<file path="src/rtl/wb_arbiter_pkg.sv">
`default_nettype none
// ----------------------------------------------------------------------------
// cpu_configuration : shared core constants and the write-back entry type
// Rev 1.0
// ----------------------------------------------------------------------------
package cpu_configuration;

    localparam int XLEN      = 32;
    localparam int REG_ADR_W = 5;

    typedef struct packed {
        logic [XLEN-1:0]      data;
        logic [REG_ADR_W-1:0] rd;
    } wb_entry_t;

endpackage
`default_nettype wire

</file>
<file path="src/rtl/wb_arbiter_if.sv">
`default_nettype none
// ----------------------------------------------------------------------------
// wb_arbiter_if : producer channels and register-file write port
// Rev 1.0
// ----------------------------------------------------------------------------
interface wb_arbiter_if #(
    parameter int XLEN = 32,
    parameter int NCH  = 2
);
    import cpu_configuration::*;

    logic [NCH*XLEN-1:0]      ch_res_i;
    logic [NCH*REG_ADR_W-1:0] ch_rd_i;
    logic [NCH-1:0]           ch_v_i;
    logic [NCH-1:0]           ch_ok_o;
    logic                     rf_ready_i;
    logic [XLEN-1:0]          result_o;
    logic [REG_ADR_W-1:0]     rd_o;
    logic                     result_v_o;
    logic [NCH-1:0]           ch_empty_o;

    modport slave (
        input  ch_res_i, ch_rd_i, ch_v_i, rf_ready_i,
        output ch_ok_o, result_o, rd_o, result_v_o, ch_empty_o
    );

    modport master (
        output ch_res_i, ch_rd_i, ch_v_i, rf_ready_i,
        input  ch_ok_o, result_o, rd_o, result_v_o, ch_empty_o
    );
endinterface
`default_nettype wire

</file>
<file path="src/rtl/wb_arbiter_fifo.sv">
`default_nettype none
// ----------------------------------------------------------------------------
// wb_fifo : per-channel circular queue of write-back entries
// Rev 1.0
// ----------------------------------------------------------------------------
module wb_fifo
    import cpu_configuration::*;
#(
    parameter int  DEPTH = 2,
    parameter type T     = wb_entry_t
) (
    input  wire logic                   clk,
    input  wire logic                   rst,
    input  wire logic                   push_i,
    input  wire T                       push_data_i,
    input  wire logic                   pop_i,
    output T                            head_o,
    output logic [$clog2(DEPTH):0]      count_o,
    output logic                        full_o,
    output logic                        empty_o
);
    localparam int PW = $clog2(DEPTH);
    localparam logic [PW:0] FULL_CNT = DEPTH[PW:0];

    T                mem_q [DEPTH];
    logic [PW-1:0]   wr_ptr_q;
    logic [PW-1:0]   rd_ptr_q;
    logic [PW:0]     count_q;

    // Storage carries no reset; validity is tracked by count_q alone.
    always_ff @(posedge clk) begin
        if (push_i) begin
            mem_q[wr_ptr_q] <= push_data_i;
        end
    end

    always_ff @(posedge clk) begin
        if (rst) begin
            wr_ptr_q <= '0;
            rd_ptr_q <= '0;
            count_q  <= '0;
        end else begin
            if (push_i) begin
                wr_ptr_q <= wr_ptr_q + PW'(1);
            end
            if (pop_i) begin
                rd_ptr_q <= rd_ptr_q + PW'(1);
            end
            case ({push_i, pop_i})
                2'b10:   count_q <= count_q + 1'b1;
                2'b01:   count_q <= count_q - 1'b1;
                default: count_q <= count_q;
            endcase
        end
    end

    assign head_o  = mem_q[rd_ptr_q];
    assign count_o = count_q;
    assign full_o  = (count_q == FULL_CNT);
    assign empty_o = (count_q == '0);

endmodule
`default_nettype wire

</file>
<file path="src/rtl/wb_arbiter.sv">
`default_nettype none
// ----------------------------------------------------------------------------
// wb_arbiter : round-robin merge of NCH result queues onto one RF write port
// Rev 1.0
// ----------------------------------------------------------------------------
module wb_arbiter #(
    parameter int XLEN  = cpu_configuration::XLEN,
    parameter int NCH   = 2,
    parameter int DEPTH = 2
) (
    input  wire logic    clk,
    input  wire logic    rst,
    wb_arbiter_if.slave  bus
);
    import cpu_configuration::*;

    localparam int GW = (NCH > 1) ? $clog2(NCH) : 1;
    localparam int CW = $clog2(DEPTH) + 1;
    localparam logic [CW-1:0] FULL_CNT = DEPTH[CW-1:0];

    typedef struct packed {
        logic [XLEN-1:0]      data;
        logic [REG_ADR_W-1:0] rd;
    } entry_t;

    entry_t          head [NCH];
    logic [CW-1:0]   count [NCH];
    logic [NCH-1:0]  push;
    logic [NCH-1:0]  pop;
    logic [NCH-1:0]  full;
    logic [NCH-1:0]  empty;
    logic [NCH-1:0]  ok;

    logic            can_load;
    logic            gnt_v;
    logic [GW-1:0]   gnt_idx;
    logic [GW-1:0]   rr_ptr_q;
    logic [GW-1:0]   rr_ptr_d;
    entry_t          out_q;
    logic            out_v_q;

    for (genvar i = 0; i < NCH; i++) begin : g_ch
        entry_t in_entry;

        assign in_entry.data = bus.ch_res_i[i*XLEN +: XLEN];
        assign in_entry.rd   = bus.ch_rd_i[i*REG_ADR_W +: REG_ADR_W];
        assign ok[i]         = (count[i] != FULL_CNT);
        // Writes to x0 complete the handshake but are dropped here.
        assign push[i]       = bus.ch_v_i[i] && !full[i] && (in_entry.rd != '0);
        assign pop[i]        = gnt_v && (gnt_idx == GW'(i));

        wb_fifo #(
            .DEPTH (DEPTH),
            .T     (entry_t)
        ) u_fifo (
            .clk         (clk),
            .rst         (rst),
            .push_i      (push[i]),
            .push_data_i (in_entry),
            .pop_i       (pop[i]),
            .head_o      (head[i]),
            .count_o     (count[i]),
            .full_o      (full[i]),
            .empty_o     (empty[i])
        );
    end

    assign can_load = !out_v_q || bus.rf_ready_i;

    // Search from rr_ptr upwards; scanning in reverse lets the nearest hit win.
    always_comb begin
        int idx;
        int nxt;
        idx      = 0;
        nxt      = 0;
        gnt_v    = 1'b0;
        gnt_idx  = '0;
        if (can_load) begin
            for (int k = NCH - 1; k >= 0; k--) begin
                idx = int'(rr_ptr_q) + k;
                if (idx >= NCH) begin
                    idx = idx - NCH;
                end
                if (!empty[idx]) begin
                    gnt_v   = 1'b1;
                    gnt_idx = GW'(idx);
                end
            end
        end
        nxt = int'(gnt_idx) + 1;
        if (nxt >= NCH) begin
            nxt = 0;
        end
        rr_ptr_d = gnt_v ? GW'(nxt) : rr_ptr_q;
    end

    always_ff @(posedge clk) begin
        if (rst) begin
            out_q    <= '0;
            out_v_q  <= 1'b0;
            rr_ptr_q <= '0;
        end else begin
            rr_ptr_q <= rr_ptr_d;
            if (gnt_v) begin
                out_q   <= head[gnt_idx];
                out_v_q <= 1'b1;
            end else if (bus.rf_ready_i) begin
                out_v_q <= 1'b0;
            end
        end
    end

    assign bus.ch_ok_o    = ok;
    assign bus.ch_empty_o = empty;
    assign bus.result_o   = out_q.data;
    assign bus.rd_o       = out_q.rd;
    assign bus.result_v_o = out_v_q;

endmodule
`default_nettype wire

</file>
<file path="src/flat_wrapper.sv">
// flat-port wrapper written by rule: the top's interface ports become plain ports
module wb_arbiter_flat import cpu_configuration::*;
#(
    parameter int XLEN  = cpu_configuration::XLEN,
    parameter int NCH   = 2,
    parameter int DEPTH = 2
)
  (clk, rst, bus_ch_res_i, bus_ch_rd_i, bus_ch_v_i, bus_rf_ready_i, bus_ch_ok_o, bus_result_o, bus_rd_o, bus_result_v_o, bus_ch_empty_o);
  wb_arbiter_if #(.XLEN(XLEN), .NCH(NCH)) bus_i ();
  input  wire logic clk;
  input  wire logic rst;
  input wire logic [$bits(bus_i.ch_res_i)-1:0] bus_ch_res_i;
  input wire logic [$bits(bus_i.ch_rd_i)-1:0] bus_ch_rd_i;
  input wire logic [$bits(bus_i.ch_v_i)-1:0] bus_ch_v_i;
  input wire logic [$bits(bus_i.rf_ready_i)-1:0] bus_rf_ready_i;
  output wire logic [$bits(bus_i.ch_ok_o)-1:0] bus_ch_ok_o;
  output wire logic [$bits(bus_i.result_o)-1:0] bus_result_o;
  output wire logic [$bits(bus_i.rd_o)-1:0] bus_rd_o;
  output wire logic [$bits(bus_i.result_v_o)-1:0] bus_result_v_o;
  output wire logic [$bits(bus_i.ch_empty_o)-1:0] bus_ch_empty_o;
  assign bus_i.ch_res_i = bus_ch_res_i;
  assign bus_i.ch_rd_i = bus_ch_rd_i;
  assign bus_i.ch_v_i = bus_ch_v_i;
  assign bus_i.rf_ready_i = bus_rf_ready_i;
  assign bus_ch_ok_o = bus_i.ch_ok_o;
  assign bus_result_o = bus_i.result_o;
  assign bus_rd_o = bus_i.rd_o;
  assign bus_result_v_o = bus_i.result_v_o;
  assign bus_ch_empty_o = bus_i.ch_empty_o;
  wb_arbiter #(.XLEN(XLEN), .NCH(NCH), .DEPTH(DEPTH)) u_core (.clk(clk), .rst(rst), .bus(bus_i));
endmodule
</file>
<file path="config.mk">
export PLATFORM = sky130hd
export DESIGN_NAME = wb_arbiter_flat
export DESIGN_NICKNAME = d
export VERILOG_FILES = /design/src/rtl/wb_arbiter_pkg.sv /design/src/rtl/wb_arbiter_if.sv /design/src/rtl/wb_arbiter_fifo.sv /design/src/rtl/wb_arbiter.sv /design/src/flat_wrapper.sv
export SDC_FILE = /design/constraint.sdc
export NUM_CORES = 1
export LEC_CHECK = 0
export CORE_ASPECT_RATIO = 1.5
export CORE_MARGIN = 4
export CORE_UTILIZATION = 54
export DETAILED_ROUTE_END_ITERATION = 10
export MAX_ROUTING_LAYER = met4
export PLACE_DENSITY = 0.88
export SYNTH_ARGS = -nofsm -noshare
export SYNTH_HDL_FRONTEND = slang
export SYNTH_HIERARCHICAL = 1
export SYNTH_SLANG_ARGS = --single-unit
export TNS_END_PERCENT = 30
</file>
<file path="constraint.sdc">
create_clock -name clk -period 3.9 [get_ports clk]
set_clock_uncertainty 0.1 [all_clocks]
set_input_delay 0.975 -clock clk [delete_from_list [all_inputs] [get_ports clk]]
set_output_delay 0.975 -clock clk [all_outputs]
set_load 0.01 [all_outputs]
</file>
* After elaboration in Yosys (flattened, before gate mapping)
Memories as Yosys holds them, arrays and structs flattened. A register that Yosys moved wholly into a read port is not among the register bits. Index checks and enable logic that the tools add are counted.
Word-level totals: memories kept 2, register bits after elaboration 47, logic and storage cells 89, bits in writable memories 148, output and inout port bits 42, input bits 79
Memory list:
- u_core.g_ch[0].u_fifo.mem_q | words 2, bits a word 37, rd ports 1, clocked after Yosys merged registers in 1, write ports 1, RTL line wb_arbiter_fifo.sv:25 | T mem_q [DEPTH];
- u_core.g_ch[1].u_fifo.mem_q | words 2, bits a word 37, rd ports 1, clocked after Yosys merged registers in 1, write ports 1, RTL line wb_arbiter_fifo.sv:25
Cells by class: bitwise operators 2, reductions and logical operators 17, $add $sub $neg 12, multiplexer cells 32, equality and inequality tests 8, order comparisons 6
Operators with widths (number):
- 32-bit two-way mux | 4
- 37-bit two-way mux | 3
- 32-bit by 3-bit less-than comparator with 1-bit output, second input constant | 2
- 32-bit by 3-bit >= comparator with 1-bit output, second input constant | 1
- 32-bit by 3-bit subtractor with 32-bit output, second input constant | 1
- 1-bit two-way mux | 23
- 5-bit nonzero test | 2
- 2-bit equality test, second input constant | 4
- 2-bit one-hot mux with 2 select lines | 2
- 1-bit logical AND | 6
- 2-bit nonzero test | 3
- 1-bit adder, second input constant | 4
- 1-bit by 1-bit adder with 2-bit output, second input constant | 2
- 2-bit by 1-bit adder with 2-bit output, second input constant | 2
- 2-bit by 1-bit equality test with 1-bit output, second input constant | 2
- 2-bit >= comparator, second input constant | 2
- 2-bit zero test | 2
- 2-bit != test, second input constant | 2
- 2-bit by 1-bit subtractor with 2-bit output, second input constant | 2
- 1-bit zero test | 3
- 1-bit by 2-bit subtractor with 3-bit output, second input constant | 1
- 1-bit by 2-bit >= comparator with 1-bit output, second input constant | 1
- 1-bit NOT with 2-bit output | 1
- 1-bit logical OR | 1
- 1-bit NOT | 1

* Depth between registers and ports, before layout
depth after elaboration 14, gate-level depth with buffers 10

* Modules after synthesis
The synthesis kept the hierarchy.
By module, submodules not included:
- wb_fifo | times used 2, cells an instance 137, area an instance 2871.5 um2, sequential area each 2322.2 um2
- wb_arbiter | times used 1, cells an instance 245, area an instance 2113.3 um2, sequential area each 780.7 um2

* Worst setup path after synthesis
Ideal clock, no wire load.
path kind input to register, start input bus_ch_rd_i[3], end memory u_core/g_ch[0].u_fifo/mem_q[0][0] in the netlist's numbering (enable), path slack 0.311 ns, data arrival time 3.058 ns, stages on the path 5, library setup time 0.431 ns, cell sequence or4_1 nor2_1 nor3b_1 inv_1 nor2_1
On the way: word-level cells in the longest chain between the ends 4
RTL lines:
- start, declared | RTL line flat_wrapper.sv:13 | input wire logic [$bits(bus_i.ch_rd_i)-1:0] bus_ch_rd_i;
- 5-bit nonzero test | RTL line wb_arbiter.sv:49 | assign push[i] = bus.ch_v_i[i] && !full[i] && (in_entry.rd != '0);
- 1-bit logical AND | RTL line wb_arbiter.sv:49
- via u_core.push[0] | RTL line wb_arbiter.sv:28 | logic [NCH-1:0] push;
- 1-bit two-way mux | RTL line wb_arbiter_fifo.sv:32 | if (push_i) begin
- 1-bit two-way mux (implied by the code) | RTL line wb_arbiter_fifo.sv:33 | mem_q[wr_ptr_q] <= push_data_i;
- end, declared | RTL line wb_arbiter_fifo.sv:25
The timed path passes the listed nets, and every way through them passes these cells.

* Final worst setup path
start input bus_ch_rd_i[3], end memory u_core/g_ch[0].u_fifo/mem_q[1][30] in the netlist's numbering (enable)
Same word-level chain as after synthesis.

==> results.txt <==
CTS buffer count: 17
CTS Sinks: 197
antenna fix cells: 0
routed vias: 5001
post-DR vias/cell: 6.03
required time of the critical path: 3900 ps
routed len/inst: 21.2 um
Startpoint Class: input pin
IO Pins: 121
count of cell types in the netlist: 32
final cycle utilization of the critical path: 79.9%
deepest clock path buffer count: 2
Area Overhead vs Synth: 24.1%
first-pass GRT wire length: 27800 um
unrepaired setup endpoints after global routing: no
number of detailed-route iterations in the first pass: 5
Finished Layout Cells: 830
post-route ant nets: 0
layout cells sized above 1: 19.9%
Iteration-0 DRC Markers: 520
post-CTS sizing: 0
initial cell density of the core: 55.6%
Worst slew margin: 14.1%
Tightest Hold Check Type: flop to flop
max-cap violations: 0
Worst Path Arrival: 3110 ps
Die Ht: 156 um
Critical path buffers and inverters: 2
Leak: 3.17 nW
Worst-path clk slew: 70 ps
Critical Path, Cell by Cell: clkdlybuf4s50_1, or4_1, nor2_1, nor3b_1, and2_1, buf_4
vias in the first global route: 5124
Syn Area/Cell: 15.1 um2
maximum fanout along the worst path: 25
TritonCTS clock tree: built
worst-skew pair later-pin latency: 430 ps
FF+latch count, synth: 197
input/output buffers: 120
Max stage delay on crit path: 570 ps
fmax: 321 MHz
fin crit period: 3120 ps
sequential fraction of the synthesis area: 69.1%
HPWL Detailed: 11500 um
pwr dens: 777 mW/mm2
initial antenna violation count: 0
total core area: 0.0141 mm2
actual slew at the worst max-slew pin: 1290 ps
total gr overflow: 0
YS warnings: 6
CTS Hold Bufs: 0
GPL Wtd Cong: 0.783
Mapped Area: 0.00786 mm2
cell count after synthesis: 519
die area: 0.0166 mm2
Max Slew Vio Count: 0
Final setup viols: 0
CP endpoint kind: flop
largest net degree at the start of global routing: 77
Nets: 706
GRT Util Overall: 22.4%
Crit Path Category: input pin to flop
root buf cell: clkbuf_16
Sum Neg Setup Slack: 0 ps
Final Hold Vio Count: 0
status: finished, final reports clean
Crit-path slowest cell: and2_1
Setup WS post-layout: 784 ps
residual DRC count: 0
placement row count: 53
setup repair bufs after CTS: 0
syn nets: 600
H-Tree Depth: 4
placed cell count: 798
cell family with most CP delay: simple AND/OR/NAND/NOR gates
Die Width: 106 um
Routed WL: 17600 um
pre-CTS setup slack: 369 ps
VDD IR max: 482 uV
## worst min-delay path, cell delays in order (launching register included)
cell and delay [ps]:
dfxtp_1 310, o21ai_0 70, a31oi_1 80
## metal layers
metal  global-route usage, %  vias to the layer above  part of all wire, %
met2                    35.6                      244                   51
met3                    3.64                       40                  5.8
li1                        -                     2259                    -
met1                    28.8                     2458                   40
met4                    9.63                        0                  3.3
met5                       -                        -                    0
## synthesized netlist by cell type (all sizes together)
library cell | n | area share (%)
xor2 | 2 | 0.22
a31oi | 37 | 2.9
or2 | 1 | 0.080
nor2 | 16 | 0.76
buf | 32 | 3.1
nand2b | 4 | 0.35
clkbuf | 12 | 0.59
or4 | 2 | 0.19
dfxtp | 49 | 12
nand4 | 37 | 2.9
mux2 | 74 | 11
or3 | 2 | 0.16
nand4b | 37 | 4.1
edfxtp | 148 | 57
inv | 3 | 0.14
nand2 | 2 | 0.096
nor2b | 1 | 0.11
a21oi | 4 | 0.25
ha | 2 | 0.32
o21ai | 40 | 2.5
xnor2 | 6 | 0.67
nor3 | 1 | 0.064
and2b | 2 | 0.22
nor3b | 2 | 0.19
and2 | 3 | 0.24
## cell type report
cell class	instances	area [um2]
clock buffers	17	425
flip-flops and latches	197	5430
repair buffers	131	1300
multi-input cells	275	2150
clock inverters	15	193
fillers	905	4380
inverters	3	11.3
well taps	192	240
## logic make-up (layout without fill, tap and decap cells)
| group | after synthesis | after routing | synth area share (%) |
|---|---|---|---|
| AO/OA/AOI/OAI | 81 | 81 | 5.75 |
| adder cells (fa/ha/maj) | 2 | 2 | 0.318 |
| XOR/XNOR | 8 | 8 | 0.892 |
| flip-flops | 197 | 197 | 69.1 |
| multiplexers | 74 | 74 | 10.6 |
| buffers and inverters | 47 | 166 | 3.84 |
| AND/OR/NAND/NOR | 110 | 110 | 9.54 |
## sequential cells by signal, indices dropped and copies added (netlist names), named ones only
name,count
u_core/g_ch.u_fifo/count_o,4
u_core/bus.rd_o,5
u_core/bus.result_v_o,1
u_core/g_ch.u_fifo/rd_ptr_q,2
u_core/bus.result_o,32
u_core/rr_ptr_q,1
u_core/g_ch.u_fifo/mem_q,148
u_core/g_ch.u_fifo/wr_ptr_q,2
## power breakdown
| part | internal [mW] | leakage, nW | switching, mW | total [mW] |
|---|---|---|---|---|
| logic | 1.24 | 1.09 | 1.47 | 2.71 |
| clock network | 1.03 | 0.295 | 0.779 | 1.81 |
| registers | 2.79 | 1.79 | 0.265 | 3.06 |
| total | 5.06 | 3.17 | 2.51 | 7.57 |
## stage by stage
stage               total power [mW]  utilization [%]  hold slack, ps  instance area [um2]
floorplan                       4.82                -             375                 7860
global placement                5.63             64.6             388                 9130
detailed placement              5.75             64.6             397                 9130
CTS                             7.58             69.0             411                 9750
global route                    7.94             69.0             440                 9750
finish                          7.57             69.0             412                 9750
## path summary, 6_finish.rpt
check	depth (start not counted)	slack [ps]	from	end
max	6	780	bus_ch_rd_i[3]	u_core/g_ch[0].u_fifo/mem_q[1][30]$_DFFE_PP_
min	2	410	u_core/bus.rd_o[4]$_SDFFE_PP0P_	u_core/bus.rd_o[4]$_SDFFE_PP0P_
max reg2reg	7	1120	u_core/g_ch[1].u_fifo/count_o[0]$_SDFFE_PP0P_	u_core/g_ch[0].u_fifo/count_o[1]$_SDFFE_PP0P_
min reg2reg	2	410	u_core/bus.rd_o[4]$_SDFFE_PP0P_	u_core/bus.rd_o[4]$_SDFFE_PP0P_
## layout by cell type (no fill, tap or decap), types with 2 or more instances in the layout
master and instances:
edfxtp_1 148, clkdlybuf4s50_1 119, mux2_2 74, dfxtp_1 49, o21ai_0 39, nand4_1 37, nand4b_1 37, a31oi_1 37
clkbuf_16 17, nor2_1 13, buf_4 9, xnor2_1 6, inv_6 5, a21oi_1 4, bufinv_16 3, clkinvlp_4 3
and2_1 3, inv_8 2, nand2b_1 2, or4_1 2, nor3b_1 2, nand2b_2 2, nand2_1 2, inv_1 2
and2b_2 2, nor2_4 2, xor2_1 2, or3_1 2, ha_1 2, buf_12 2
Note: power is estimated with default switching activity, not from simulation.
